**src/rtl/pipelined_cs_adder.sv**
```systemverilog
// Pipelined carry-select adder/subtractor: one BLOCK-wide carry-select slice per stage,
// block carry registered between stages, valid/ready on both sides with a global stall.
module pipelined_cs_adder #(
    parameter int WIDTH = 16,
    parameter int BLOCK = 4
) (
    input  logic             clk,
    input  logic             rst_n,
    input  logic             in_valid,
    output logic             in_ready,
    input  logic [WIDTH-1:0] a,
    input  logic [WIDTH-1:0] b,
    input  logic             c_in,
    input  logic             sub,
    output logic             out_valid,
    input  logic             out_ready,
    output logic [WIDTH-1:0] sum,
    output logic             c_out,
    output logic             ovf,
    output logic             zero
);

    localparam int STAGES = WIDTH / BLOCK;
    localparam int LAST   = STAGES - 1;

    if ((WIDTH % BLOCK) != 0 || WIDTH < BLOCK) begin : g_param_check
        $error("pipelined_cs_adder: WIDTH must be a non-zero multiple of BLOCK");
    end

    // Per-stage state. Operands are shifted right as blocks complete, so the block a
    // stage works on always sits in bits [BLOCK-1:0]; st_sum holds the completed low bits.
    logic             st_valid [STAGES];
    logic             st_carry [STAGES];
    logic [WIDTH-1:0] st_a     [STAGES];
    logic [WIDTH-1:0] st_b     [STAGES];
    logic [WIDTH-1:0] st_sum   [STAGES];

    logic [BLOCK:0]   blk_res  [STAGES];

    logic             advance;
    logic [WIDTH-1:0] fin_sum;
    logic             fin_cout;
    logic             fin_c_msb;

    assign advance  = !out_valid || out_ready;
    assign in_ready = advance;

    // NOTE: every array element is assigned on every pass through this block, so no
    // path leaves a value unassigned and no latch can be inferred.
    always_comb begin
        logic [BLOCK:0] ripple0;
        logic [BLOCK:0] ripple1;
        for (int k = 0; k < STAGES; k++) begin
            ripple0    = {1'b0, st_a[k][BLOCK-1:0]} + {1'b0, st_b[k][BLOCK-1:0]};
            ripple1    = {1'b0, st_a[k][BLOCK-1:0]} + {1'b0, st_b[k][BLOCK-1:0]}
                         + (BLOCK + 1)'(1);
            blk_res[k] = st_carry[k] ? ripple1 : ripple0;
        end
    end

    // NOTE: sequential state is written with non-blocking assignments only, so each
    // stage samples the previous stage's pre-edge value and the pipeline shifts cleanly.
    always_ff @(posedge clk or negedge rst_n) begin
        if (!rst_n) begin
            for (int k = 0; k < STAGES; k++) begin
                st_valid[k] <= 1'b0;
            end
        end else if (advance) begin
            st_valid[0] <= in_valid;
            for (int k = 1; k < STAGES; k++) begin
                st_valid[k] <= st_valid[k-1];
            end
        end
    end

    // NOTE: pipeline data registers carry no reset; the valid bits qualify them, and
    // a stale payload behind valid=0 is never observed.
    always_ff @(posedge clk) begin
        if (advance) begin
            st_a[0]     <= a;
            st_b[0]     <= sub ? ~b : b;
            st_carry[0] <= sub | c_in;
            st_sum[0]   <= '0;
            for (int k = 1; k < STAGES; k++) begin
                st_a[k]     <= st_a[k-1] >> BLOCK;
                st_b[k]     <= st_b[k-1] >> BLOCK;
                st_carry[k] <= blk_res[k-1][BLOCK];
                st_sum[k]   <= st_sum[k-1]
                               | (WIDTH'(blk_res[k-1][BLOCK-1:0]) << ((k - 1) * BLOCK));
            end
        end
    end

    // Carry into the MSB is recovered from the MSB's own sum bit and operand bits.
    assign fin_sum   = st_sum[LAST] | (WIDTH'(blk_res[LAST][BLOCK-1:0]) << (LAST * BLOCK));
    assign fin_cout  = blk_res[LAST][BLOCK];
    assign fin_c_msb = st_a[LAST][BLOCK-1] ^ st_b[LAST][BLOCK-1] ^ blk_res[LAST][BLOCK-1];

    always_ff @(posedge clk or negedge rst_n) begin
        if (!rst_n) begin
            out_valid <= 1'b0;
            sum       <= '0;
            c_out     <= 1'b0;
            ovf       <= 1'b0;
            zero      <= 1'b0;
        end else if (advance) begin
            out_valid <= st_valid[LAST];
            if (st_valid[LAST]) begin
                sum   <= fin_sum;
                c_out <= fin_cout;
                ovf   <= fin_cout ^ fin_c_msb;
                zero  <= (fin_sum == '0);
            end
        end
    end

endmodule

```
**config.mk**
```make
export PLATFORM = sky130hd
export DESIGN_NAME = pipelined_cs_adder
export DESIGN_NICKNAME = d
export VERILOG_FILES = /design/src/rtl/pipelined_cs_adder.sv
export SDC_FILE = /design/constraint.sdc
export NUM_CORES = 1
export LEC_CHECK = 0
export ABC_AREA = 1
export CAP_MARGIN = 25
export CELL_PAD_IN_SITES_DETAIL_PLACEMENT = 1
export CELL_PAD_IN_SITES_GLOBAL_PLACEMENT = 1
export CORE_MARGIN = 1
export CORE_UTILIZATION = 50
export CTS_CLUSTER_SIZE = 40
export DETAILED_ROUTE_END_ITERATION = 10
export GPL_TIMING_DRIVEN = 0
export PLACE_DENSITY = 0.85
export RECOVER_POWER = 50
export SYNTH_ARGS = -nofsm -noshare
export SYNTH_HDL_FRONTEND = slang
export SYNTH_SLANG_ARGS = --single-unit
```
**constraint.sdc**
```tcl
create_clock -name clk -period 8.8 [get_ports clk]
set_input_delay 1.32 -clock clk [delete_from_list [all_inputs] [get_ports clk]]
set_output_delay 1.32 -clock clk [all_outputs]
set_load 0.05 [all_outputs]
```
# After elaboration in Yosys (flattened, before gate mapping)
# Memory sizes are Yosys's and may differ from the RTL's.
# Cells that the tools add are included.
[totals]
memories = 4
ram_bits = 196
elab_cells = 41
reg_bits = 24
[classes]
n_reduce_logical = 4
mux = 7
bitwise = 9
add_sub_neg = 8
[memory_table]
columns = ["memory", "words", "width", "rd", "rd_ports_with_merged_regs", "wr", "line_no", "source"]
rows = [
  ["st_a", 4, 16, 4, 0, 4, "34", "logic [WIDTH-1:0] st_a [STAGES];"],
  ["st_b", 4, 16, 4, 0, 4, "35", "logic [WIDTH-1:0] st_b [STAGES];"],
  ["st_sum", 4, 16, 4, 0, 4, "36", "logic [WIDTH-1:0] st_sum [STAGES];"],
  ["st_carry", 4, 1, 4, 0, 4, "33", "logic st_carry [STAGES];"],
]
[op_table]
columns = ["operator", "n"]
rows = [
  ["4-bit by 4-bit adder with 5-bit output", 4],
  ["5-bit by 1-bit adder with 5-bit output (second input constant)", 4],
  ["5-bit 2-to-1 mux", 4],
  ["16-bit logical NOT", 1],
  ["16-bit 2-to-1 mux", 1],
  ["16-bit NOT", 1],
  ["16-bit by 12-bit bitwise OR with 16-bit output", 1],
  ["16-bit bitwise OR", 1],
  ["16-bit by 4-bit bitwise OR with 16-bit output", 1],
  ["16-bit by 8-bit bitwise OR with 16-bit output", 1],
  ["1-bit XOR", 3],
  ["1-bit 2-to-1 mux", 2],
  ["2-bit AND reduction", 1],
  ["1-bit logical NOT", 1],
  ["1-bit logical OR", 1],
  ["1-bit bitwise OR", 1],
]

# Depth between registers and ports, before layout
[logic_depth]
depth_word = 5
ltp_mapped = 11

# Worst setup path before layout
# Ideal clock, no wire load.
[synth_timing]
kind = "input -> output"
start = "input port out_ready"
end = "output port in_ready"
path_stages = 2
slack_ps = 3662
path_buffers = 0
arrival_time_ps = 3818
path_cell_list = "nor2_4 > inv_1"
[synth_between]
elab_chain_cells = 1
[synth_rtl]
columns = ["item", "line_no", "source"]
rows = [
  ["from (decl)", "16", "input logic out_ready,"],
  ["1-bit logical OR", "45", "assign advance = !out_valid || out_ready;"],
  ["to (decl)", "10", "output logic in_ready,"],
]
# No other way between the ends.

# Worst setup path after layout
# Same ends and word-level chain as after synthesis.

==> impl.org <==
** Worst setup path
- Register-to-register setup slack :: ~5400 ps
- Critical R2R Launch :: out_valid
- Walking the worst path, the cells encountered are clkdlybuf4s50_1, nor2_1, clkinvlp_2, buf_16, clkdlybuf4s50_1.
- Critical path startpoint category :: input port
- Together, buffers and inverters on the worst path number 4.
- Worst-path fanout max :: 72
- Worst flop-to-flop path endpoint :: st_b[2][2]
- The most critical setup path has its startpoint at out_ready.
- The slowest stage of the critical path belongs to the cell sky130_fd_sc_hd__clkinvlp_2.
- Data arrives at the worst endpoint at about 5200 ps.
- Worst EP required :: between 7000 and 8000 ps
- Worst Reg2Reg Path Length in Cells :: 4
- CP endpoint kind :: output port
- Grouping stages by cell kind, the critical path spends the most delay in buffers and inverters.
- Critical path's most frequent cell :: sky130_fd_sc_hd__clkdlybuf4s50_1
- Setup Crit Path Kind :: input port to output port
- Slowest stage delay, CP :: around 1500 ps

** Synth
- Of all flip-flops after synthesis, the portion carrying an async set or reset was a little under a fifth.
- Yosys warnings :: 0
- Syn_nets :: roughly 440
- Fraction of the yosys area taken by sequential cells :: between 70% and 80%
- Leading cell type by number of instances after synthesis :: sky130_fd_sc_hd__edfxtp_1
- Area of the mapped netlist :: ~0.0053 mm^2
- Counting flops and latches in the post-synthesis netlist gives 132.
- Distinct cell type count after synthesis :: 25
- Mean cell area of the mapped netlist :: 14.0 um^2
- Top area cells in the synthesized netlist :: sky130_fd_sc_hd__edfxtp_1 (61%), sky130_fd_sc_hd__dfrtp_1 (11%), sky130_fd_sc_hd__xor2_1 (4.9%)
- Of all cell types, the one taking the most synthesized area is sky130_fd_sc_hd__edfxtp_1.
- The cell count after synthesis came out at 382.
- Synth top area share :: between 60 and 70%
- Post-synth EDFFs :: approximately 110
- Cell types with the highest counts after synthesis :: sky130_fd_sc_hd__edfxtp_1 (108), sky130_fd_sc_hd__nand2_1 (61), sky130_fd_sc_hd__inv_1 (47), sky130_fd_sc_hd__xor2_1 (30), sky130_fd_sc_hd__dfrtp_1 (24)
- Synth Flop Type :: sky130_fd_sc_hd__edfxtp_1

** Clock tree
- Post-cts sizing count :: 0
- The tree built by TritonCTS fans out to between 100 and 150 sinks.
- Post-CTS Setup Repair Bufs :: 0
- In this run the deepest clock path goes through 2 buffers.
- The root buffer cell chosen for the clock tree is sky130_fd_sc_hd__clkbuf_8.
- Buffers inserted to repair hold after CTS numbered 0.
- Clock latency on the worst-skew pair, taken at its later pin, is ~520 ps.
- In this run the number of H-tree levels came out at 4.
- Clock slew at reported path FFs :: about 60 ps
- CTS tree :: yes
- Number of buffers inserted during clock tree synthesis :: 17

** STA
- Unrepaired setup endpoints after global routing :: false
- Final hold analysis gives a worst-case slack of around 410 ps.
- Setup violations remaining at the end of the flow were counted as 0.
- The final hold violation count came to 0.
- Period minus WS final :: 6520 ps
- On the final layout, the worst clock skew is 7.66 ps.
- Max-slew headroom :: -23.9%
- Max Clk Rate :: between 150 and 200 MHz
- The max-slew violation count is 44.
- For the final routed database, the setup TNS stands at 0 ps.
- Tightest Pin Transition :: 1850 ps
- Period utilisation layout :: approximately three quarters

** Hold path
- Along the worst hold path, the cell count comes to 0.
- Terminating pin of the worst hold path :: st_b[3][0]
- In this run the most critical hold path is launched from st_b[2][4].
- Path category of the worst min-delay check :: flop to flop

** Routing
- Number of design rule violations left after detail routing :: 0
- The pre-antenna-repair detailed-routing pass consisted of 4 iterations.
- Wires add up to around 9.7 mm.
- Post-detailed-route count of antenna-violating nets :: 0
- The first routing iteration left 107 violations.
- Routed wire length per instance :: around 16 um
- In the routed layout, each cell is associated on average with a via count of roughly 5.0.
- Vias :: 3032

** Finish
- Fin area :: 0.00662 mm^2
- In the final design database the tool counted 522 nets.
- The area growth from synthesis to layout is 23.8%.
- # diodes :: 0
- The layout has just under 1000 filler cells.
- The post-route netlist has ~8.5% of its cells at a drive strength greater than 1.

** GRT
- The first global-routing pass estimated 16.1 mm of wire.
- The number of antenna violations at the first check in global routing was 0.
- Entering global routing, the biggest net connects between 70 and 80 pins.
- All-Layer GR Usage :: between 10% and 20%
- Via count of the first global-routing pass :: 3408
- After global routing the overflow that remains totals 0.

** Place
- Post-detail-place hpwl :: 6.50 mm
- Routability-driven placement finished with a final weighted congestion of roughly 0.76.
- Quantity of I/O buffers inserted on ports :: 57
- In this run the cell area measured after placement is 0.00612 mm^2.

** Outcome
- The checks that failed: capacitance limit, slew limit.
- Result of the run :: finished with violations

** Power
- Total leakage power :: roughly 2.7 nW
- Dividing total power by cell area gives a power density of about 400 mW/mm^2.
- VDD sags by at most approximately 0.23 mV.

** Floorplanning
- In this run the vertical extent of the chip is between 100 and 150 um.
- Standard-cell rows :: 37
- Die area :: 0.0111 mm^2
- The floorplan step set the die width to about 110 um.
- Pin placement for this block handled 59 I/O pins.
- Std-Cell Core Area :: 0.0103 mm^2
- The initial utilization of the core area, before any placement, comes to 51.8%.

** Run
- Across the run, the number of max-cap violations was 1.
-- how the worst max path moves through the flow --
stage | slack, ps | end | cells past startpoint
finish | 2280 | in_ready | 5
global route | 1950 | in_ready | 5
CTS | 3880 | in_ready | 5
detailed placement | 3880 | in_ready | 5
global placement | 1460 | in_ready | 4
floorplan | 3660 | in_ready | 2
-- cell usage in the layout, fill, tap and decap left out, types with 13 or more instances in the layout --
| cell | count |
|---|---|
| sky130_fd_sc_hd__edfxtp_1 | 108 |
| sky130_fd_sc_hd__o21ai_0 | 17 |
| sky130_fd_sc_hd__nor2_1 | 13 |
| sky130_fd_sc_hd__xor2_1 | 30 |
| sky130_fd_sc_hd__dlygate4sd3_1 | 24 |
| sky130_fd_sc_hd__clkdlybuf4s50_1 | 33 |
| sky130_fd_sc_hd__inv_1 | 46 |
| sky130_fd_sc_hd__clkbuf_16 | 16 |
| sky130_fd_sc_hd__ha_1 | 20 |
| sky130_fd_sc_hd__nand3_1 | 20 |
| sky130_fd_sc_hd__nand2_1 | 61 |
| sky130_fd_sc_hd__dfrtp_1 | 24 |
-- power by group --
part           total [mW]  switching [mW]  internal [mW]
logic               0.933           0.610          0.323
clock network       0.625           0.235          0.390
registers            1.10           0.103          0.993
-- layer usage --
metal  wire, um  track usage (%)
met5          0                0
met4        278             11.0
met3        381             6.31
met2       5400             37.2
met1       3620             19.3
-- sequential cells by signal, indices dropped and copies added, names as in the netlist --
register,flops
st_valid,4
zero,1
st_a,40
st_sum,24
st_carry,4
out_valid,1
c_out,1
ovf,1
st_b,40
sum,16
-- area by class of cell --
cell class	count	area (um^2)	share of cell area, %
Multi-Input combinational cell	197	1290	19.4
Tap cell	136	170	2.57
Clock inverter	8	90.1	1.36
Timing Repair Buffer	59	602	9.09
Inverter	48	181	2.74
Buffer	5	22.5	0.340
Sequential cell	132	3840	58.1
Clock buffer	19	422	6.37
-- per-stage QoR --
stage / utilization, % / total power [mW] / cells / setup WS [ps]
after global routing: 64.1 / 2.82 / 604 / 1950
after detailed placement: 59.2 / 2.03 / 576 / 3880
after global placement: 59.0 / 1.94 / 575 / 1460
after CTS: 64.2 / 2.69 / 603 / 3880
final: 64.1 / 2.65 / 604 / 2280
after floorplan: - / 1.73 / 382 / 3660
-- cells by family after synthesis --
logic type / share of synthesized area [%]
DFF: 71.9
AOI/OAI and AO/OA: 2.88
buffers and inverters: 3.89
and+or+nand+nor: 9.08
xor gates and xnor gates: 6.06
adders and majority gates: 6.18
(Power assumes the default switching activity.)
